==> src/rtl/bram_tile_sequencer.sv <==
// bram_tile_sequencer: copies one image tile from external pixel memory into
// the two bram18 banks using column-interleaved write addresses, then sweeps
// the shared read port and drives the sm_top_module select aligned to doutb.
module bram_tile_sequencer #(
  parameter int COLS       = 4,
  parameter int ROWS       = 12,
  parameter int BANK2_BASE = 50,
  parameter int RD_WORDS   = 12,
  parameter int EXT_AW     = 8,
  parameter int AW_A       = 11,
  parameter int AW_B       = 9
) (
  input  logic              CLK,
  input  logic              RESET,
  input  logic              start,
  output logic [EXT_AW-1:0] ext_adr1,
  output logic [EXT_AW-1:0] ext_adr2,
  input  logic [7:0]        ext_dat1,
  input  logic [7:0]        ext_dat2,
  output logic              ena,
  output logic              wea1,
  output logic              wea2,
  output logic [AW_A-1:0]   addra,
  output logic [7:0]        dina1,
  output logic [7:0]        dina2,
  output logic              enb,
  output logic [AW_B-1:0]   addrb,
  output logic [1:0]        sel,
  output logic              out_valid,
  output logic              busy,
  output logic              complete
);

  localparam int CW = (COLS     > 1) ? $clog2(COLS)     : 1;
  localparam int RW = (ROWS     > 1) ? $clog2(ROWS)     : 1;
  localparam int KW = (RD_WORDS > 1) ? $clog2(RD_WORDS) : 1;

  localparam logic [CW-1:0] C_LAST = CW'(COLS - 1);
  localparam logic [RW-1:0] R_LAST = RW'(ROWS - 1);
  localparam logic [KW-1:0] K_LAST = KW'(RD_WORDS - 1);

  localparam logic [2:0] S_IDLE       = 3'd0;
  localparam logic [2:0] S_LOAD       = 3'd1;
  localparam logic [2:0] S_LOAD_FLUSH = 3'd2;
  localparam logic [2:0] S_READ       = 3'd3;
  localparam logic [2:0] S_READ_FLUSH = 3'd4;
  localparam logic [2:0] S_DONE       = 3'd5;

  logic [2:0]        state;
  logic [CW-1:0]     c;
  logic [RW-1:0]     r;
  logic [KW-1:0]     k;

  // vld_pipe[0]: element issued to external memory (aligned with ext_adr)
  // vld_pipe[1]: data back from memory, write strobe to the banks
  logic [1:0]        vld_pipe;
  logic [AW_A-1:0]   waddr_q;

  logic [EXT_AW-1:0] elem_idx;
  logic [AW_A-1:0]   waddr_calc;

  // Source index walks the tile column by column; the bank address
  // interleaves columns so each row of the tile lands in consecutive words.
  assign elem_idx   = EXT_AW'(c) * EXT_AW'(ROWS) + EXT_AW'(r);
  assign waddr_calc = AW_A'(c) + AW_A'(COLS) * AW_A'(r);

  // Control FSM with column/row/read-word counters.
  always_ff @(posedge CLK) begin
    if (RESET) begin
      state    <= S_IDLE;
      c        <= '0;
      r        <= '0;
      k        <= '0;
      busy     <= 1'b0;
      complete <= 1'b0;
    end else begin
      case (state)
        S_IDLE, S_DONE: begin
          if (start) begin
            state    <= S_LOAD;
            c        <= '0;
            r        <= '0;
            k        <= '0;
            busy     <= 1'b1;
            complete <= 1'b0;
          end
        end
        S_LOAD: begin
          if (r == R_LAST) begin
            r <= '0;
            if (c == C_LAST) begin
              c     <= '0;
              state <= S_LOAD_FLUSH;
            end else begin
              c <= c + CW'(1);
            end
          end else begin
            r <= r + RW'(1);
          end
        end
        // last element is still in flight from external memory
        S_LOAD_FLUSH: state <= S_READ;
        S_READ: begin
          if (k == K_LAST) begin
            k     <= '0;
            state <= S_READ_FLUSH;
          end else begin
            k <= k + KW'(1);
          end
        end
        // wait for the final read enable to retire so complete follows
        // the last out_valid cycle
        S_READ_FLUSH: begin
          if (!enb) begin
            state    <= S_DONE;
            busy     <= 1'b0;
            complete <= 1'b1;
          end
        end
        default: state <= S_IDLE;
      endcase
    end
  end

  // Load datapath: issue address to external memory, then write one cycle later.
  always_ff @(posedge CLK) begin
    if (RESET) begin
      ext_adr1 <= '0;
      ext_adr2 <= '0;
      waddr_q  <= '0;
      vld_pipe <= '0;
      addra    <= '0;
    end else begin
      if (state == S_LOAD) begin
        ext_adr1    <= elem_idx;
        ext_adr2    <= elem_idx + EXT_AW'(BANK2_BASE);
        waddr_q     <= waddr_calc;
        vld_pipe[0] <= 1'b1;
      end else begin
        ext_adr1    <= '0;
        ext_adr2    <= '0;
        waddr_q     <= '0;
        vld_pipe[0] <= 1'b0;
      end
      vld_pipe[1] <= vld_pipe[0];
      addra       <= vld_pipe[0] ? waddr_q : '0;
    end
  end

  assign ena  = vld_pipe[1];
  assign wea1 = vld_pipe[1];
  assign wea2 = vld_pipe[1];

  // External data arrives in the strobe cycle; pass it straight to the banks.
  assign dina1 = vld_pipe[1] ? ext_dat1 : 8'd0;
  assign dina2 = vld_pipe[1] ? ext_dat2 : 8'd0;

  // Read port sweep: one word per cycle while in READ.
  always_ff @(posedge CLK) begin
    if (RESET) begin
      enb   <= 1'b0;
      addrb <= '0;
    end else if (state == S_READ) begin
      enb   <= 1'b1;
      addrb <= AW_B'(k);
    end else begin
      enb   <= 1'b0;
      addrb <= '0;
    end
  end

  // Delay valid/select by the one-cycle BRAM read latency so they line up with doutb.
  always_ff @(posedge CLK) begin
    if (RESET) begin
      out_valid <= 1'b0;
      sel       <= 2'b00;
    end else begin
      out_valid <= enb;
      sel       <= enb ? addrb[1:0] : 2'b00;
    end
  end

endmodule
==> config.mk <==
export PLATFORM = sky130hd
export DESIGN_NAME = bram_tile_sequencer
export DESIGN_NICKNAME = d
export VERILOG_FILES = /design/src/rtl/bram_tile_sequencer.sv
export SDC_FILE = /design/constraint.sdc
export NUM_CORES = 1
export LEC_CHECK = 0
export CAP_MARGIN = 15
export CORE_MARGIN = 10
export CORE_UTILIZATION = 43
export DETAILED_ROUTE_END_ITERATION = 8
export GPL_TIMING_DRIVEN = 0
export PLACE_DENSITY = 0.86
export SYNTH_ARGS = -nofsm -noshare
export SYNTH_HDL_FRONTEND = slang
export SYNTH_SLANG_ARGS = --single-unit
==> constraint.sdc <==
create_clock -name CLK -period 4.9 [get_ports CLK]
set_input_delay 0.49 -clock CLK [delete_from_list [all_inputs] [get_ports CLK]]
set_output_delay 0.49 -clock CLK [all_outputs]
set_load 0.005 [all_outputs]
# Yosys cells after proc, flatten, opt, wreduce, memory -nomap -nowiden
# Index checks and enable logic that the tools add are counted.
# Widths: inputs -> output; s select.
[word_totals] in_bits=19 out_inout_bits=61 regBits=68
[classes] reduce_logical=14 mul=1 bitwise=4 eq_ne=13 mux=25 addsub=6
[ops] operator="$mux 8" count=2
[ops] operator="$pmux 4 s2" count=2
[ops] operator="$mux 3" count=5
[ops] operator="$pmux 3 s5" count=1
[ops] operator="$mux 4" count=3
[ops] operator="$ne 2x2->1 const B" count=5
[ops] operator="$reduce_or 2->1" count=5
[ops] operator="$add 4x1->4 const B" count=2
[ops] operator="$add 7x6->8 const B" count=1
[ops] operator="$eq 4x4->1 const B" count=2
[ops] operator="$add 2x6->7" count=1
[ops] operator="$add 6x4->7" count=1
[ops] operator="$eq 3x2->1 const B" count=2
[ops] operator="$eq 3x3->1 const B" count=2
[ops] operator="$mux 1" count=6
[ops] operator="$mux 2" count=3
[ops] operator="$reduce_and 3->1" count=2
[ops] operator="$reduce_bool 2->1" count=3
[ops] operator="$reduce_and 5->1" count=1
[ops] operator="$mul 2x2->4 const B" count=1
[ops] operator="$not 1->1" count=4
[ops] operator="$pmux 1 s2" count=2
[ops] operator="$pmux 2 s2" count=1
[ops] operator="$reduce_and 2->1" count=2
[ops] operator="other kinds (4)" count=4

# Longest topological paths before layout
# Gate-level depths: netlist of the first run.
[logic_depth] ltp_word=4 depth_mapped=8 ltp_nobuf=8

# Worst setup path after synthesis of the first run
# OpenSTA, ideal clock, no wires.
[synth_timing] path_type="register to register" startpoint="register c[0]" endpoint="register ext_adr2[6]" n_path_buf=0 t_arrival_ns=2.051 required_time_ns=4.805 stages_incl_launch_ff=7 setup_slack_ns=2.753 setup_ns=0.095 path_cell_list="dfxtp_1 inv_1 ha_1 fa_1 nand3b_1 mux2_2 a221oi_1"
[synth_between] elab_chain_cells=3
[synth_rtl] element="from (decl)" line="50" source="logic [CW-1:0] c;"
[synth_rtl] element="from (signal assigned)" line="95" source="c <= c + CW'(1);"
[synth_rtl] element="$mul 2x2->4" line="64" source="assign elem_idx = EXT_AW'(c) * EXT_AW'(ROWS) + EXT_AW'(r);"
[synth_rtl] element="$add 6x4->7" line="64"
[synth_rtl] element="$add 7x6->8" line="136" source="ext_adr2 <= elem_idx + EXT_AW'(BANK2_BASE);"
[synth_rtl] element="to (signal assigned)" line="136"
[synth_rtl] element="to (decl)" line="17" source="output logic [EXT_AW-1:0] ext_adr2,"
# No other way between the ends.
# A chain may end at the register's enable or synchronous reset.

# Worst setup path in the final report of the first run
# Ends and elaborated chain as after synthesis.

==> flow_metrics.py, run 1 <==
metrics = {
    "outcome": {
        "status": "finished, final reports clean",
    },
    "clock_tree": {
        "cts_resized": 0,
        "cts_sinks": 49,
        "path_clk_slew_ns": 0.08,
        "htreeDepth": 2,
        "hold_buffers": 0,
        "cts_buffers": 5,
        "cts_tree": "built",
        "post-cts-setup-buffers": 0,
        "cts_buffer_depth": 2,
        "clk_latency_ns": 0.30,
        "root_buffer": "clkbuf_8",
    },
    "critical_path": {
        "rrSetupSlack_ns": 2.40,
        "slowest_delay_ns": 0.57,
        "required_ns": 5.08,
        "arrival_ns": 2.69,
        "critical_path_cell_count": 6,
        "r2r_end": "ext_adr2[6]$_SDFF_PP0_",
        "crit_chain": "inv_1, ha_1, fa_1, nand3b_1, mux2_2, a221oi_1",
        "critPathLaunch": "c[0]$_SDFFE_PP0P_",
        "path_delay_family": "adder cells",
        "endpoint_kind": "register",
        "reg2reg_from": "c[0]$_SDFFE_PP0P_",
        "start_kind": "register",
        "crit_end": "ext_adr2[6]$_SDFF_PP0_",
        "path_max_fanout": 4,
        "cp_slowest_cell": "fa_1",
        "worst-r2r-cell-count": 6,
        "setup.worst_path.class": "reg -> reg",
        "worst-path-buf-inv": 1,
    },
    "floorplan": {
        "die_x_um": 90.5,
        "start_util_pct": 44.7,
        "rows": 25,
        "die_h_um": 90.5,
        "core_area_um2": 4790,
        "ioPinCount": 80,
        "dieArea_um2": 8190,
    },
    "logic_synthesis": {
        "syn_avg_cell_area_um2": 9.22,
        "ys_types": 44,
        "ys_seq_area_share_pct": 45.9,
        "syn-cell-area_um2": 2140,
        "ys_ff_latch": 49,
        "syn_inst": 232,
        "yosysWarnings": 0,
    },
    "pwr": {
        "p_clk_share_pct": 38.0,
        "swShare_pct": 21.2,
        "leakagePower_nw": 1.23,
        "powerDensity_nw_per_um2": 254,
        "vdd_drop_max_uv": 136,
        "internal-power_mw": 0.614,
        "switching_power_mw": 0.165,
        "seqPwrFrac_pct": 52.4,
        "combPwrFrac_pct": 9.6,
    },
    "layout": {
        "drive_above_1_share_pct": 9.75,
        "n_antenna_cell": 0,
        "design_area_um2": 3060,
        "num-nets-final": 345,
        "synthToLayoutAreaGrowth_pct": 43.1,
        "final_util_pct": 63.9,
    },
    "grt": {
        "grt_pass1_vias": 1793,
        "grt_start_max_net_pins": 16,
        "grt_use_total_pct": 12.7,
        "overflow": 0,
        "antenna_found_initial": 0,
        "grt_pass1_wl_mm": 8.72,
    },
    "routing": {
        "ant_nets": 0,
        "via_count": 1831,
        "top_layer": "met4",
        "firstDrtPassIters": 4,
        "wl_per_cell_um": 13.5,
        "wl_met3_um": 396,
        "viasPerCell": 4.76,
        "dr_wl_met2_mm": 2.41,
        "drtIter0Drc": 55,
        "finalWirelength_mm": 5.19,
        "drt-met1-wl_mm": 2.32,
        "drc": 0,
    },
    "placed_design": {
        "portBuffers": 68,
        "dp_hpwl_mm": 4.23,
        "placed_area_um2": 2940,
        "place_congestion": 0.832,
    },
    "timing": {
        "grt_setup_unrepaired": "no",
        "layout_min_cycle_time_ns": 2.50,
        "fin_crit_sh_pct": 51.1,
        "final_max_slew_viol_count": 0,
        "setup_viol": 0,
        "max_freq_mhz": 400,
        "hold_violations": 0,
        "totalNegativeSetupSlack_ns": 0,
        "skew_ns": 0.00569,
    },
    "hold_path": {
        "hp-class": "reg -> reg",
    },
    "flow_run": {
        "drv_cap": 0,
    },
}
## per-layer routing
layer  vias up  GRT usage (%)
met2        83           21.6
li1        918              -
met4         0           3.85
met3         6           4.57
met1       824           14.6
met5         -              0
## registers in the layout, indices dropped and copies added, names as in the netlist
name and count:
k 4, r 4, addra 6, enb 1
sel 2, complete 1, state 3, addrb 4
waddr_q 4, c 2, out_valid 1, ext_adr2 8
vld_pipe 2, ext_adr1 6, busy 1
## logic make-up after synthesis
kind of cell / share of synthesized area [%]
adder cells (fa/ha/maj): 5.62
other: 0.175
buffers and inverters: 8.83
XOR/XNOR: 0.819
AND/OR/NAND/NOR: 27.2
flip-flops: 45.9
AO/OA/AOI/OAI: 10.5
multiplexers: 0.995
## per-stage QoR
stage | total power, mW | instances | setup WS, ns | hold slack (ns)
after floorplan | 0.454 | 242 | 2.75 | 0.406
after global placement | 0.490 | 377 | 2.57 | 0.409
after detailed placement | 0.491 | 377 | 2.43 | 0.418
after CTS | 0.784 | 385 | 2.40 | 0.438
after global routing | 0.809 | 385 | 2.31 | 0.466
final | 0.779 | 385 | 2.40 | 0.432
## area by class of cell
cell class	count	area [um^2]
Tap cell	67	83.8
Timing Repair Buffer	68	681
Sequential cell	49	981
Multi-Input combinational cell	160	1010
Inverter	10	37.5
Clock inverter	2	37.5
Fill cell	394	1730
Buffer	23	151
Clock buffer	6	82.6
## power groups by stage
stage / registers (mW) / clock network, mW / logic [mW]
finish: 0.408 / 0.296 / 0.0749
global route: 0.409 / 0.318 / 0.0825
CTS: 0.408 / 0.302 / 0.0746
detailed placement: 0.417 / 0 / 0.0740
global placement: 0.417 / 0 / 0.0725
floorplan: 0.417 / 0 / 0.0376
## worst min-delay path by stage
stage                                      from                   to  slack (ns)  cells past startpoint
after detailed placement  waddr_q[5]$_SDFF_PP0_  addra[5]$_SDFF_PP0_        0.42                      1
after global placement    waddr_q[1]$_SDFF_PP0_  addra[1]$_SDFF_PP0_        0.41                      1
after global routing      waddr_q[5]$_SDFF_PP0_  addra[5]$_SDFF_PP0_        0.47                      1
final                     waddr_q[5]$_SDFF_PP0_  addra[5]$_SDFF_PP0_        0.43                      1
after CTS                 waddr_q[5]$_SDFF_PP0_  addra[5]$_SDFF_PP0_        0.44                      1
after floorplan           waddr_q[0]$_SDFF_PP0_  addra[0]$_SDFF_PP0_        0.41                      1
## cells in the mapped netlist (all sizes together)
cell	instances	area (um^2)
and2	34	213
a211oi	3	22.5
nor3b	2	20.0
o31ai	1	7.51
a22oi	1	7.51
buf	19	136
conb	1	3.75
o221a	1	11.3
nand3	4	20.0
o22ai	2	12.5
nor3	6	30.0
a311oi	1	8.76
o21ai	4	20.0
o32ai	1	8.76
clkbuf	4	15.0
inv	10	37.5
o21a	1	7.51
or3b	1	8.76
dfxtp	49	981
or3	2	12.5
a41oi	1	8.76
fa	1	20.0
nor2	21	78.8
nand3b	4	30.0
nand4	2	12.5
o31a	1	8.76
and3	3	18.8
a21o	3	22.5
nor2b	6	37.5
a221oi	2	23.8
nand2b	9	56.3
mux2	1	11.3
o21bai	2	15.0
nand2	8	30.0
xor2	2	17.5
a21oi	8	40.0
mux2i	1	10.0
nor4	2	12.5
ha	8	100
## cell usage in the layout (no fill, tap or decap), drive strengths merged, types with 3 or more instances in the layout
master         instances
clkdlybuf4s50         68
dfxtp                 49
and2                  34
nor2                  21
buf                   19
conb                  11
inv                   10
clkbuf                10
nand2b                 9
nand2                  8
a21oi                  8
ha                     8
nor2b                  6
nor3                   6
nand3b                 4
o21ai                  4
nand3                  4
a21o                   3
a211oi                 3
and3                   3
Power figures use the tool's default switching activity.
==> run 2, diff against run 1 <==
--- a/config.mk
+++ b/config.mk
@@ -7,10 +7,10 @@
 export LEC_CHECK = 0
 export CAP_MARGIN = 15
 export CORE_MARGIN = 10
-export CORE_UTILIZATION = 43
+export CORE_UTILIZATION = 40
 export DETAILED_ROUTE_END_ITERATION = 8
 export GPL_TIMING_DRIVEN = 0
-export PLACE_DENSITY = 0.86
+export PLACE_DENSITY = 0.84
 export SYNTH_ARGS = -nofsm -noshare
 export SYNTH_HDL_FRONTEND = slang
 export SYNTH_SLANG_ARGS = --single-unit
==> constraint.sdc (replaced) <==
create_clock -name CLK -period 2.03 [get_ports CLK]
set_input_delay 0.203 -clock CLK [delete_from_list [all_inputs] [get_ports CLK]]
set_output_delay 0.203 -clock CLK [all_outputs]
set_load 0.005 [all_outputs]
==> flow_metrics.py, run 2 (same netlist as run 1, synthesis figures left out) <==
metrics = {
    "outcome": {
        "status": "complete, but fails checks",
        "violations": "negative setup slack",
    },
    "grt": {
        "grt_pass1_wl_mm": 8.48,
        "grt_start_max_net_pins": 16,
        "grt_pass1_vias": 1746,
        "overflow": 0,
        "grt_use_total_pct": 12.0,
        "antenna_found_initial": 0,
    },
    "clock_tree": {
        "path_clk_slew_ns": 0.09,
        "htreeDepth": 2,
        "hold_buffers": 0,
        "clk_latency_ns": 0.31,
        "cts_tree": "built",
        "cts_buffer_depth": 2,
        "cts_buffers": 5,
        "cts_sinks": 49,
        "root_buffer": "clkbuf_8",
    },
    "layout": {
        "layout_commonest_cell": "clkdlybuf4s50_1",
        "fill_cells": 429,
        "n_antenna_cell": 0,
        "drive_above_1_share_pct": 16.8,
        "stdcell_count": 397,
        "reg_top3": "ext_adr2: 8 flops, addra: 6 flops, ext_adr1: 6 flops",
        "num-nets-final": 354,
        "synthToLayoutAreaGrowth_pct": 48.9,
        "mostFrequentLayoutCells": "clkdlybuf4s50_1, dfxtp_1, and2_1",
        "top_register": "ext_adr2",
        "final_util_pct": 62.0,
        "largest_reg_flops": 8,
    },
    "flow_run": {
        "drv_cap": 0,
    },
    "timing": {
        "final_max_slew_viol_count": 0,
        "grt_setup_unrepaired": "yes",
        "hold_violations": 0,
        "timing.hold.ws_ns": 0.429,
        "layout_min_cycle_time_ns": 2.04,
        "max_freq_mhz": 489,
        "setup_viol": 1,
        "fin_crit_sh_pct": 101,
        "worst_slack_ns": -0.0139,
        "skew_ns": 0.00737,
    },
    "routing": {
        "top_layer": "met4",
        "drc": 0,
        "drtIter0Drc": 103,
        "wl_per_cell_um": 13.5,
        "dr_wl_met2_mm": 2.36,
        "wl_met3_um": 428,
        "ant_nets": 0,
        "drt-met1-wl_mm": 2.48,
        "finalWirelength_mm": 5.37,
        "firstDrtPassIters": 4,
        "viasPerCell": 4.75,
        "via_count": 1885,
    },
    "pwr": {
        "powerDensity_nw_per_um2": 560,
        "switching_power_mw": 0.413,
        "combPwrFrac_pct": 11.2,
        "leakagePower_nw": 1.28,
        "finalPower_mw": 1.78,
        "vdd_drop_max_uv": 339,
        "seqPwrFrac_pct": 55.2,
        "swShare_pct": 23.1,
        "internal-power_mw": 1.37,
        "p_clk_share_pct": 33.6,
    },
    "floorplan": {
        "rows": 26,
        "ioPinCount": 80,
        "start_util_pct": 41.6,
        "dieArea_um2": 8670,
        "core_area_um2": 5140,
        "die_x_um": 93.1,
        "die_h_um": 93.1,
    },
    "critical_path": {
        "arrival_ns": 2.27,
        "endpoint_kind": "register",
        "path_max_fanout": 3,
        "setup.worst_path.class": "reg -> reg",
        "required_ns": 2.25,
        "worst-r2r-cell-count": 6,
        "start_kind": "register",
    },
    "hold_path": {
        "holdPathStages": 1,
        "hp-class": "reg -> reg",
    },
    "placed_design": {
        "dp_hpwl_mm": 4.20,
        "portBuffers": 68,
        "place_congestion": 0.881,
        "dp_cells": 380,
    },
}
-- run 2: cell count changes in the layout (fill, tap and decap cells not counted), moves of 2 or more --
cell	previous run	this run
buf_4	17	25
dfxtp_1	49	46
dfxtp_2	0	2
ha_1	8	6
nor3_1	6	4
nor3_2	0	2
-- run 2: cell type report --
class / instances / area [um^2] / area share, %
Tap cell: 70 / 87.6 / 2.75
Timing Repair Buffer: 77 / 752 / 23.6
Clock inverter: 2 / 13.8 / 0.432
Buffer: 23 / 153 / 4.79
Clock buffer: 6 / 82.6 / 2.59
Multi-Input combinational cell: 160 / 1070 / 33.6
Sequential cell: 49 / 987 / 31.0
Inverter: 10 / 40.0 / 1.26
-- run 2: stage by stage --
step                instance area, um^2  setup slack (ns)  setup TNS, ns
floorplan                          2190            0.0287              0
global placement                   2960            -0.139         -0.252
detailed placement                 2960            -0.193         -0.295
CTS                                3120           0.00680              0
global route                       3180           -0.0889         -0.127
finish                             3180           -0.0139        -0.0139
-- run 2: path summary, 6_finish.rpt --
kind	from	end	slack, ns
setup / recovery	c[0]$_SDFFE_PP0P_	ext_adr2[6]$_SDFF_PP0_	-0.01
hold / removal	waddr_q[4]$_SDFF_PP0_	addra[4]$_SDFF_PP0_	0.43
setup reg to reg	c[0]$_SDFFE_PP0P_	ext_adr2[6]$_SDFF_PP0_	-0.01
hold reg to reg	waddr_q[4]$_SDFF_PP0_	addra[4]$_SDFF_PP0_	0.43
-- run 2: critical path, stage by stage (launching register included) --
cell and delay, ns:
dfxtp_4 0.38, inv_4 0.05, ha_4 0.28, fa_2 0.47, nand3b_1 0.23, mux2_4 0.33
a221oi_2 0.22
-- run 2: repair_timing --
item / CTS / global route
pin swaps: 1 / 4
setup endpoints to repair: 2 / 12
setup buffers: 4 / 5
gates resized for setup: 11 / 7
-- run 2: layer usage --
metal	GRT usage, %	vias up
li1	-	939
met3	4.00	6
met2	19.8	90
met4	5.78	0
met5	0	-
met1	13.6	850
-- run 2: power by group through the flow --
stage | registers [mW] | logic [mW] | clock network (mW)
floorplan | 1.01 | 0.0929 | 0
global placement | 1.01 | 0.177 | 0
detailed placement | 1.01 | 0.181 | 0
CTS | 0.985 | 0.191 | 0.614
global route | 0.987 | 0.219 | 0.662
finish | 0.985 | 0.200 | 0.600
